<file path="src/rtl/poci_key_sw_input_if.sv">
// POCI register-bus bundle between the HASTI-to-POCI bridge and a peripheral slave.
interface poci_key_sw_input_if;
    logic [7:0]  paddr;
    logic        psel;
    logic        penable;
    logic        pwrite;
    logic [31:0] pwdata;
    logic [31:0] prdata;
    logic        pready;
    logic        pslverr;

    modport master (
        output paddr, psel, penable, pwrite, pwdata,
        input  prdata, pready, pslverr
    );

    modport slave (
        input  paddr, psel, penable, pwrite, pwdata,
        output prdata, pready, pslverr
    );
endinterface

</file>
<file path="src/rtl/poci_key_sw_input.sv">
// Pushbutton / toggle-switch input block: synchronise, debounce, sticky edge flags,
// key-press level interrupt, all exposed as POCI registers.
module poci_key_sw_input #(
    parameter int unsigned DEBOUNCE_CYCLES = 240000,
    parameter int unsigned CNT_W           = $clog2(DEBOUNCE_CYCLES + 1)
) (
    input  logic                    clk,
    input  logic                    reset,
    poci_key_sw_input_if.slave      bus,
    input  logic [3:0]              key_n,
    input  logic [9:0]              sw,
    output logic                    irq
);

    localparam int unsigned N_KEY = 4;
    localparam int unsigned N_SW  = 10;
    localparam int unsigned N_IN  = N_KEY + N_SW;

    localparam logic [7:0] OFF_KEY_STATE  = 8'h00;
    localparam logic [7:0] OFF_KEY_EDGE   = 8'h04;
    localparam logic [7:0] OFF_KEY_IRQ_EN = 8'h08;
    localparam logic [7:0] OFF_SW_STATE   = 8'h10;
    localparam logic [7:0] OFF_SW_EDGE    = 8'h14;

    localparam logic [CNT_W-1:0] CNT_LAST = CNT_W'(DEBOUNCE_CYCLES - 1);

    logic [N_KEY-1:0] key_s1, key_s2;
    logic [N_SW-1:0]  sw_s1, sw_s2;
    logic [N_IN-1:0]  in_sync;
    logic [N_IN-1:0]  deb_state;
    logic [N_IN-1:0]  differ;
    logic [N_IN-1:0]  settle;
    logic [CNT_W-1:0] cnt [N_IN];

    logic [N_KEY-1:0] key_state;
    logic [N_SW-1:0]  sw_state;
    logic [N_KEY-1:0] key_edge;
    logic [N_SW-1:0]  sw_edge;
    logic [N_KEY-1:0] key_irq_en;
    logic [N_KEY-1:0] key_set, key_clr;
    logic [N_SW-1:0]  sw_set, sw_clr;

    logic        access;
    logic        wr_en;
    logic        mapped;
    logic [31:0] rdata;
    logic        unused_pwdata;

    // Two-flop synchronisers; keys idle high (released) out of reset.
    always_ff @(posedge clk or posedge reset) begin
        if (reset) begin
            key_s1 <= 4'hF;
            key_s2 <= 4'hF;
            sw_s1  <= '0;
            sw_s2  <= '0;
        end else begin
            key_s1 <= key_n;
            key_s2 <= key_s1;
            sw_s1  <= sw;
            sw_s2  <= sw_s1;
        end
    end

    assign in_sync   = {sw_s2, ~key_s2};
    assign key_state = deb_state[N_KEY-1:0];
    assign sw_state  = deb_state[N_IN-1:N_KEY];

    always_comb begin
        differ = '0;
        settle = '0;
        for (int i = 0; i < N_IN; i++) begin
            differ[i] = in_sync[i] ^ deb_state[i];
            settle[i] = differ[i] && (cnt[i] == CNT_LAST);
        end
    end

    // Per-bit debounce: any cycle agreeing with the current state restarts the count.
    always_ff @(posedge clk or posedge reset) begin
        if (reset) begin
            deb_state <= '0;
            for (int i = 0; i < N_IN; i++) begin
                cnt[i] <= '0;
            end
        end else begin
            for (int i = 0; i < N_IN; i++) begin
                if (!differ[i] || settle[i]) begin
                    cnt[i] <= '0;
                end else begin
                    cnt[i] <= cnt[i] + CNT_W'(1);
                end
                if (settle[i]) begin
                    deb_state[i] <= in_sync[i];
                end
            end
        end
    end

    assign key_set = settle[N_KEY-1:0] & in_sync[N_KEY-1:0];
    assign sw_set  = settle[N_IN-1:N_KEY];

    assign access  = bus.psel & bus.penable;
    assign wr_en   = access & bus.pwrite;
    assign key_clr = (wr_en && (bus.paddr == OFF_KEY_EDGE)) ? bus.pwdata[N_KEY-1:0] : '0;
    assign sw_clr  = (wr_en && (bus.paddr == OFF_SW_EDGE))  ? bus.pwdata[N_SW-1:0]  : '0;

    // Sticky flags: a new edge outranks a same-cycle write-1-to-clear.
    always_ff @(posedge clk or posedge reset) begin
        if (reset) begin
            key_edge   <= '0;
            sw_edge    <= '0;
            key_irq_en <= '0;
            irq        <= 1'b0;
        end else begin
            key_edge <= (key_edge & ~key_clr) | key_set;
            sw_edge  <= (sw_edge  & ~sw_clr)  | sw_set;
            if (wr_en && (bus.paddr == OFF_KEY_IRQ_EN)) begin
                key_irq_en <= bus.pwdata[N_KEY-1:0];
            end
            irq <= |(key_edge & key_irq_en);
        end
    end

    always_comb begin
        rdata  = '0;
        mapped = 1'b1;
        case (bus.paddr)
            OFF_KEY_STATE:  rdata = 32'(key_state);
            OFF_KEY_EDGE:   rdata = 32'(key_edge);
            OFF_KEY_IRQ_EN: rdata = 32'(key_irq_en);
            OFF_SW_STATE:   rdata = 32'(sw_state);
            OFF_SW_EDGE:    rdata = 32'(sw_edge);
            default:        mapped = 1'b0;
        endcase
    end

    assign bus.prdata  = (access && !bus.pwrite && mapped) ? rdata : '0;
    assign bus.pslverr = access & ~mapped;
    assign bus.pready  = 1'b1;

    assign unused_pwdata = ^bus.pwdata[31:N_SW];

endmodule

</file>
<file path="src/flat_wrapper.sv">
// flat-port wrapper written by rule: the top's interface ports become plain ports
module poci_key_sw_input_flat 
#(
    parameter int unsigned DEBOUNCE_CYCLES = 240000,
    parameter int unsigned CNT_W           = $clog2(DEBOUNCE_CYCLES + 1)
)
  (clk, reset, key_n, sw, irq, bus_paddr, bus_psel, bus_penable, bus_pwrite, bus_pwdata, bus_prdata, bus_pready, bus_pslverr);
  poci_key_sw_input_if bus_i ();
  input  logic clk;
  input  logic reset;
  input  logic [3:0] key_n;
  input  logic [9:0] sw;
  output logic irq;
  input wire logic [$bits(bus_i.paddr)-1:0] bus_paddr;
  input wire logic [$bits(bus_i.psel)-1:0] bus_psel;
  input wire logic [$bits(bus_i.penable)-1:0] bus_penable;
  input wire logic [$bits(bus_i.pwrite)-1:0] bus_pwrite;
  input wire logic [$bits(bus_i.pwdata)-1:0] bus_pwdata;
  output wire logic [$bits(bus_i.prdata)-1:0] bus_prdata;
  output wire logic [$bits(bus_i.pready)-1:0] bus_pready;
  output wire logic [$bits(bus_i.pslverr)-1:0] bus_pslverr;
  assign bus_i.paddr = bus_paddr;
  assign bus_i.psel = bus_psel;
  assign bus_i.penable = bus_penable;
  assign bus_i.pwrite = bus_pwrite;
  assign bus_i.pwdata = bus_pwdata;
  assign bus_prdata = bus_i.prdata;
  assign bus_pready = bus_i.pready;
  assign bus_pslverr = bus_i.pslverr;
  poci_key_sw_input #(.DEBOUNCE_CYCLES(DEBOUNCE_CYCLES), .CNT_W(CNT_W)) u_core (.clk(clk), .reset(reset), .bus(bus_i), .key_n(key_n), .sw(sw), .irq(irq));
endmodule
</file>
<file path="config.mk">
export PLATFORM = sky130hd
export DESIGN_NAME = poci_key_sw_input_flat
export DESIGN_NICKNAME = d
export VERILOG_FILES = /design/src/rtl/poci_key_sw_input_if.sv /design/src/rtl/poci_key_sw_input.sv /design/src/flat_wrapper.sv
export SDC_FILE = /design/constraint.sdc
export NUM_CORES = 1
export LEC_CHECK = 0
export ABC_AREA = 1
export BUFFER_PORTS_ARGS = -buffer_cell sky130_fd_sc_hd__buf_2
export CORE_MARGIN = 8
export CORE_UTILIZATION = 45
export DETAILED_ROUTE_END_ITERATION = 7
export SETUP_SLACK_MARGIN = 0.5
export SYNTH_ARGS = -nofsm -noshare
export SYNTH_HDL_FRONTEND = slang
export SYNTH_SLANG_ARGS = --single-unit
</file>
<file path="constraint.sdc">
create_clock -name clk -period 12.4 [get_ports clk]
set_clock_uncertainty 0.2 [all_clocks]
set_input_delay 1.86 -clock clk [delete_from_list [all_inputs] [get_ports clk]]
set_output_delay 1.86 -clock clk [all_outputs]
set_load 0.02 [all_outputs]
</file>
-- Yosys cells after proc, flatten, opt, wreduce, memory -nomap -nowiden
Index checks and enable logic that the tools add are counted.
Widths: inputs -> output; s select.
- register bits: 313
- bits of input ports: 59
- output and inout bits: 35
- word-level logic and storage cells: 165
- add/sub/neg operators: 14
- eq/ne operators: 18
- mux-type cells: 19
- bitwise operators: 27
- reductions and logical operators: 51
- operator list (cell ; count):
    $add 18x1->18 const B ; 14
    $eq 18x18->1 const B ; 14
    $mux 18 ; 14
    $pmux 10 s5 ; 1
    $mux 10 ; 2
    $logic_and 1x1->1 ; 19
    $eq 8x5->1 const B ; 2
    $logic_not 1->1 ; 15
    $logic_or 1x1->1 ; 14
    $xor 1x1->1 ; 14
    $and 4x4->4 ; 3
    $and 10x10->10 ; 1
    $not 10->10 ; 1
    $or 10x10->10 ; 1
    $eq 8x3->1 const B ; 1
    $eq 8x4->1 const B ; 1
    $logic_not 8->1 ; 1
    $not 4->4 ; 2
    $reduce_or 5->1 ; 1
    $mux 4 ; 1
    $or 4x4->4 ; 1
    $reduce_or 4->1 ; 1
    $and 1x1->1 ; 3
    $mux 1 ; 1
    $not 1->1 ; 1

-- Logic depth before layout (Yosys ltp)
- depth in word-level cells: 7
- depth in mapped cells: 9
- depth with buffers taken out: 9

-- Worst setup path after synthesis
No wires, ideal clock.
- path type: input port to output port
- from: in bus_paddr[3]
- to: out bus_prdata[0]
- arrival: 2.918 ns
- data required time: 10.340 ns
- setup slack: 7.422 ns
- stages on the path: 7
- path buffers: 0
- path through: inv_1 -> nand2_1 -> nor2_2 -> o21ai_0 -> nand2_1 -> nand2_2 -> a21oi_1
- word-level cells in the longest chain between the ends: 5
- elaborated cells between the ends (all ways): 10
- those cells by class: 4 x eq/ne; 3 x mux; 3 x reduce/logical
- RTL lines (element ; RTL line ; text):
    start, declared ; flat_wrapper.sv:14 ; input wire logic [$bits(bus_i.paddr)-1:0] bus_paddr;
    $eq 8x5->1 (tied with other cells) ; poci_key_sw_input.sv:126 ; case (bus.paddr)
    $reduce_or 5->1 (no line) ; -- ;
    $mux 1 ; poci_key_sw_input.sv:126 ;
    $logic_and 1x1->1 ; poci_key_sw_input.sv:136 ; assign bus.prdata = (access && !bus.pwrite && mapped) ? rdata : '0;
    $mux 10 (*) ; poci_key_sw_input.sv:136 ;
    end, declared ; flat_wrapper.sv:19 ; output wire logic [$bits(bus_i.prdata)-1:0] bus_prdata;
Mark *: on every way between the ends. The rest lies on a longest branch, timed or not.

-- Final worst setup path
- from: in bus_paddr[1]
- to: out bus_prdata[0]
Same word-level chain as after synthesis.

==> flow_summary.rst <==
.. list-table::
   :header-rows: 1

   * - Metric
     - Value
   * - Pin count of the biggest net entering global routing
     - 160
   * - Count of cells resized by post-cts repair
     - 0
   * - Max cap viols
     - 0
   * - Critical-path maximum fanout
     - 11
   * - Die outline height
     - ~210 um
   * - IR Drop Worst-Case VDD
     - ~120 uV
   * - Total half-perimeter wirelength after legalization and detailed placement
     - roughly 24 mm
   * - Number of buffers inserted for hold repair after clock tree synthesis
     - 0
   * - Violation count after the first detailed-route iteration
     - roughly 730
   * - Syn avg cell area
     - about 8 um2
   * - FMAX
     - about 160 MHz
   * - DIE AREA
     - roughly 42000 um2
   * - Sequential area share after synthesis
     - between 40% and 50%
   * - Final wirelength
     - 33.4 mm
   * - Number of placement rows
     - slightly below 70
   * - Number of different library cells in the post-synthesis netlist
     - 34
   * - Global-route usage over all layers
     - 16.2%
   * - Kind of start point of the critical path
     - input port
   * - CTS Root Buffer Type
     - sky130_fd_sc_hd__clkbuf_16
   * - Number of hold violations in the final report
     - 0
   * - Average wire per cell in the routed design
     - ~13 um
   * - Layout overhead on the synthesized area
     - 10.9%
   * - Clock transition time at the flip-flop clock pins of the worst setup and hold paths
     - roughly 0.06 ns
   * - Via count of the routed design
     - around 13000
   * - Cell area power density
     - ~120 nW/um2
   * - Kind of capture point of the worst setup path
     - primary output
   * - GR Layer Usage met2
     - a little over a quarter
   * - Leading cell types in the layout, fill and taps excluded
     - sky130_fd_sc_hd__nor2_1, sky130_fd_sc_hd__nand2_1, sky130_fd_sc_hd__dfrtp_1
   * - Seq cells post-synth
     - about 310
   * - Weighted congestion at the end of routability-driven global placement
     - roughly 0.87
   * - Final critical path time including I/O delays and setup
     - between 6 and 7 ns
   * - Count of nets left with antenna violations after detail routing
     - 0
   * - Hold Path Class
     - register to register
   * - Clock tree from TritonCTS
     - done
   * - GR Util met3
     - under 10%
   * - Count of yosys warnings during synthesis
     - 0
   * - Slew at the pin closest to its max-slew limit
     - 1.07 ns
   * - Tightest hold margin
     - approximately 0.15 ns
   * - Leakage dissipation
     - 7.66 nW
   * - Count of unresolved DRC violations after routing
     - 0
   * - Crit Path Class
     - input port to primary output
   * - GRT Residual Overflow
     - 0
   * - Effective utilization at floorplan
     - a little under half
   * - Worst-case clock buffer depth
     - 3
   * - Count of input and output buffers
     - between 40 and 50
   * - Cell area after synthesis
     - ~16000 um2
   * - Drt via density
     - just under 5
   * - Io pins
     - 94
   * - Final Slew Violations
     - 0
   * - Clock sinks
     - between 300 and 400
   * - Number of filler instances in the final layout
     - about 3500
   * - Most Used Layer, Global Route
     - met2
   * - Clk_lat worst skew
     - about 0.53 ns
   * - Core box area
     - between 30000 and 40000 um2
   * - Floorplan die width
     - 206 um
   * - Leading cell type in the layout, fill and taps excluded
     - sky130_fd_sc_hd__nor2_1
   * - Drt first pass iters
     - 5
   * - First-pass GRT wire length
     - roughly 59 mm
   * - H-Tree Level Count
     - 2
   * - Req. time, crit path
     - around 10 ns
   * - Fraction of layout instances using a drive strength above 1
     - around 8%
   * - Count of mapped cells out of synthesis
     - roughly 2100
   * - Arrival time at the worst endpoint
     - around 4.2 ns
   * - Final TNS setup
     - 0 ns
   * - Antenna violations before repair
     - 1
   * - Inserted Clock Buffers
     - 36
   * - Tightest slew margin relative to the limit
     - 28.4%
   * - Setup repair after global routing missed its margin
     - no
   * - Total number of nets in the final design
     - 2225
   * - GR Layer Usage met1
     - a little over a fifth
   * - Number of global-route vias before repair
     - about 13000
   * - Run status
     - finished, final reports clean
   * - Final worst-path cycle share
     - 50.6%
   * - Final Setup Violations
     - 0
   * - Setup repair bufs after CTS
     - 0
   * - Antenna diode instance count
     - 0
## logic make-up after synthesis
| logic type | count (synthesis) | synth area share [%] |
|---|---|---|
| AOI/OAI and AO/OA | 69 | 2.22 |
| xor gates and xnor gates | 125 | 6.75 |
| adders and majority gates | 14 | 1.08 |
| buffers and inverters | 240 | 6.70 |
| DFF | 313 | 48.3 |
| other | 2 | 0.0463 |
| and+or+nand+nor | 1320 | 34.9 |
## sequential cells by signal, indices dropped and copies added (netlist names)
signal             count
u_core.cnt           252
u_core.key_irq_en      4
u_core.irq             1
u_core.sw_s2          10
u_core.deb_state      14
u_core.sw_s1          10
u_core.key_s2          4
u_core.sw_edge        10
u_core.key_edge        4
u_core.key_s1          4
## worst max-delay path, cell delays in order
cell                      delay, ns
sky130_fd_sc_hd__buf_2         0.13
sky130_fd_sc_hd__inv_1         0.05
sky130_fd_sc_hd__nand2_1       0.12
sky130_fd_sc_hd__nor2_1        0.85
sky130_fd_sc_hd__o21ai_0       0.16
sky130_fd_sc_hd__nand2_1       0.30
sky130_fd_sc_hd__nand2_2       0.28
sky130_fd_sc_hd__a21oi_1       0.25
sky130_fd_sc_hd__buf_2         0.20
## final timing paths
path | startpoint | endpoint | slack (ns) | cells after the start
hold reg to reg | u_core.sw_s1[6]$_DFF_PP0_ | u_core.sw_s2[6]$_DFF_PP0_ | 0.15 | 0
setup reg to reg | u_core.cnt[180]$_DFF_PP0_ | u_core.cnt[197]$_DFF_PP0_ | 10.50 | 6
hold / removal | u_core.sw_s1[6]$_DFF_PP0_ | u_core.sw_s2[6]$_DFF_PP0_ | 0.15 | 0
max in group asynchronous | reset | u_core.cnt[131]$_DFF_PP0_ | 8.72 | 4
setup / recovery | bus_paddr[1] | bus_prdata[0] | 6.12 | 9
min in group asynchronous | reset | u_core.cnt[234]$_DFF_PP0_ | 1.21 | 2
## final cells by class
type | instances | area, um2 | share of cell area [%]
sequential | 313 | 7840 | 43.6
multi-input combinational | 1551 | 7370 | 41.0
clock buffer | 54 | 1060 | 5.89
inverter | 200 | 758 | 4.21
tap | 461 | 577 | 3.21
timing repair buffer | 50 | 268 | 1.49
clock inverter | 9 | 110 | 0.612
## metrics by stage
step / std cells / util [%] / setup WS [ns] / total power (W) / cell area (um2)
floorplan: 2104 / - / 1.70 / 0.00113 / 16300
global placement: 2575 / 47.3 / 6.18 / 0.00115 / 16800
detailed placement: 2575 / 47.3 / 6.17 / 0.00115 / 16800
CTS: 2638 / 50.6 / 6.16 / 0.00222 / 18000
global route: 2638 / 50.6 / 5.88 / 0.00227 / 18000
finish: 2638 / 50.6 / 6.12 / 0.00218 / 18000
## report_power, final
group	switching, W	internal, W	total [W]
combinational	0.0000595	0.0000189	0.0000784
clock	0.000415	0.000633	0.00105
sequential	0.0000138	0.00104	0.00105
total	0.000488	0.00169	0.00218
## per-layer routing
layer | part of all wire (%) | vias to the layer above
li1 | - | 6672
met1 | 48 | 6024
met2 | 45 | 200
met3 | 4.3 | 46
met4 | 1.8 | 2
met5 | 0.030 | -
## synthesized netlist by cell type, drive strengths merged
cell    number  area [um2]
nor2       499        1950
nand2      486        1900
dfrtp      305        7630
inv        199         747
nand3      174         881
nor3       114         621
xor2        96         841
buf         40         337
o21ai       36         180
nand4       30         188
xnor2       29         254
a21oi       24         120
ha          14         175
nand3b       9        67.6
dfstp        8         210
or2          7        43.8
a31oi        6        37.5
conb         2        7.51
o211ai       2        15.0
clkinv       1        3.75
nor3b        1        7.51
o21bai       1        7.51
Note: power is estimated with default switching activity, not from simulation.
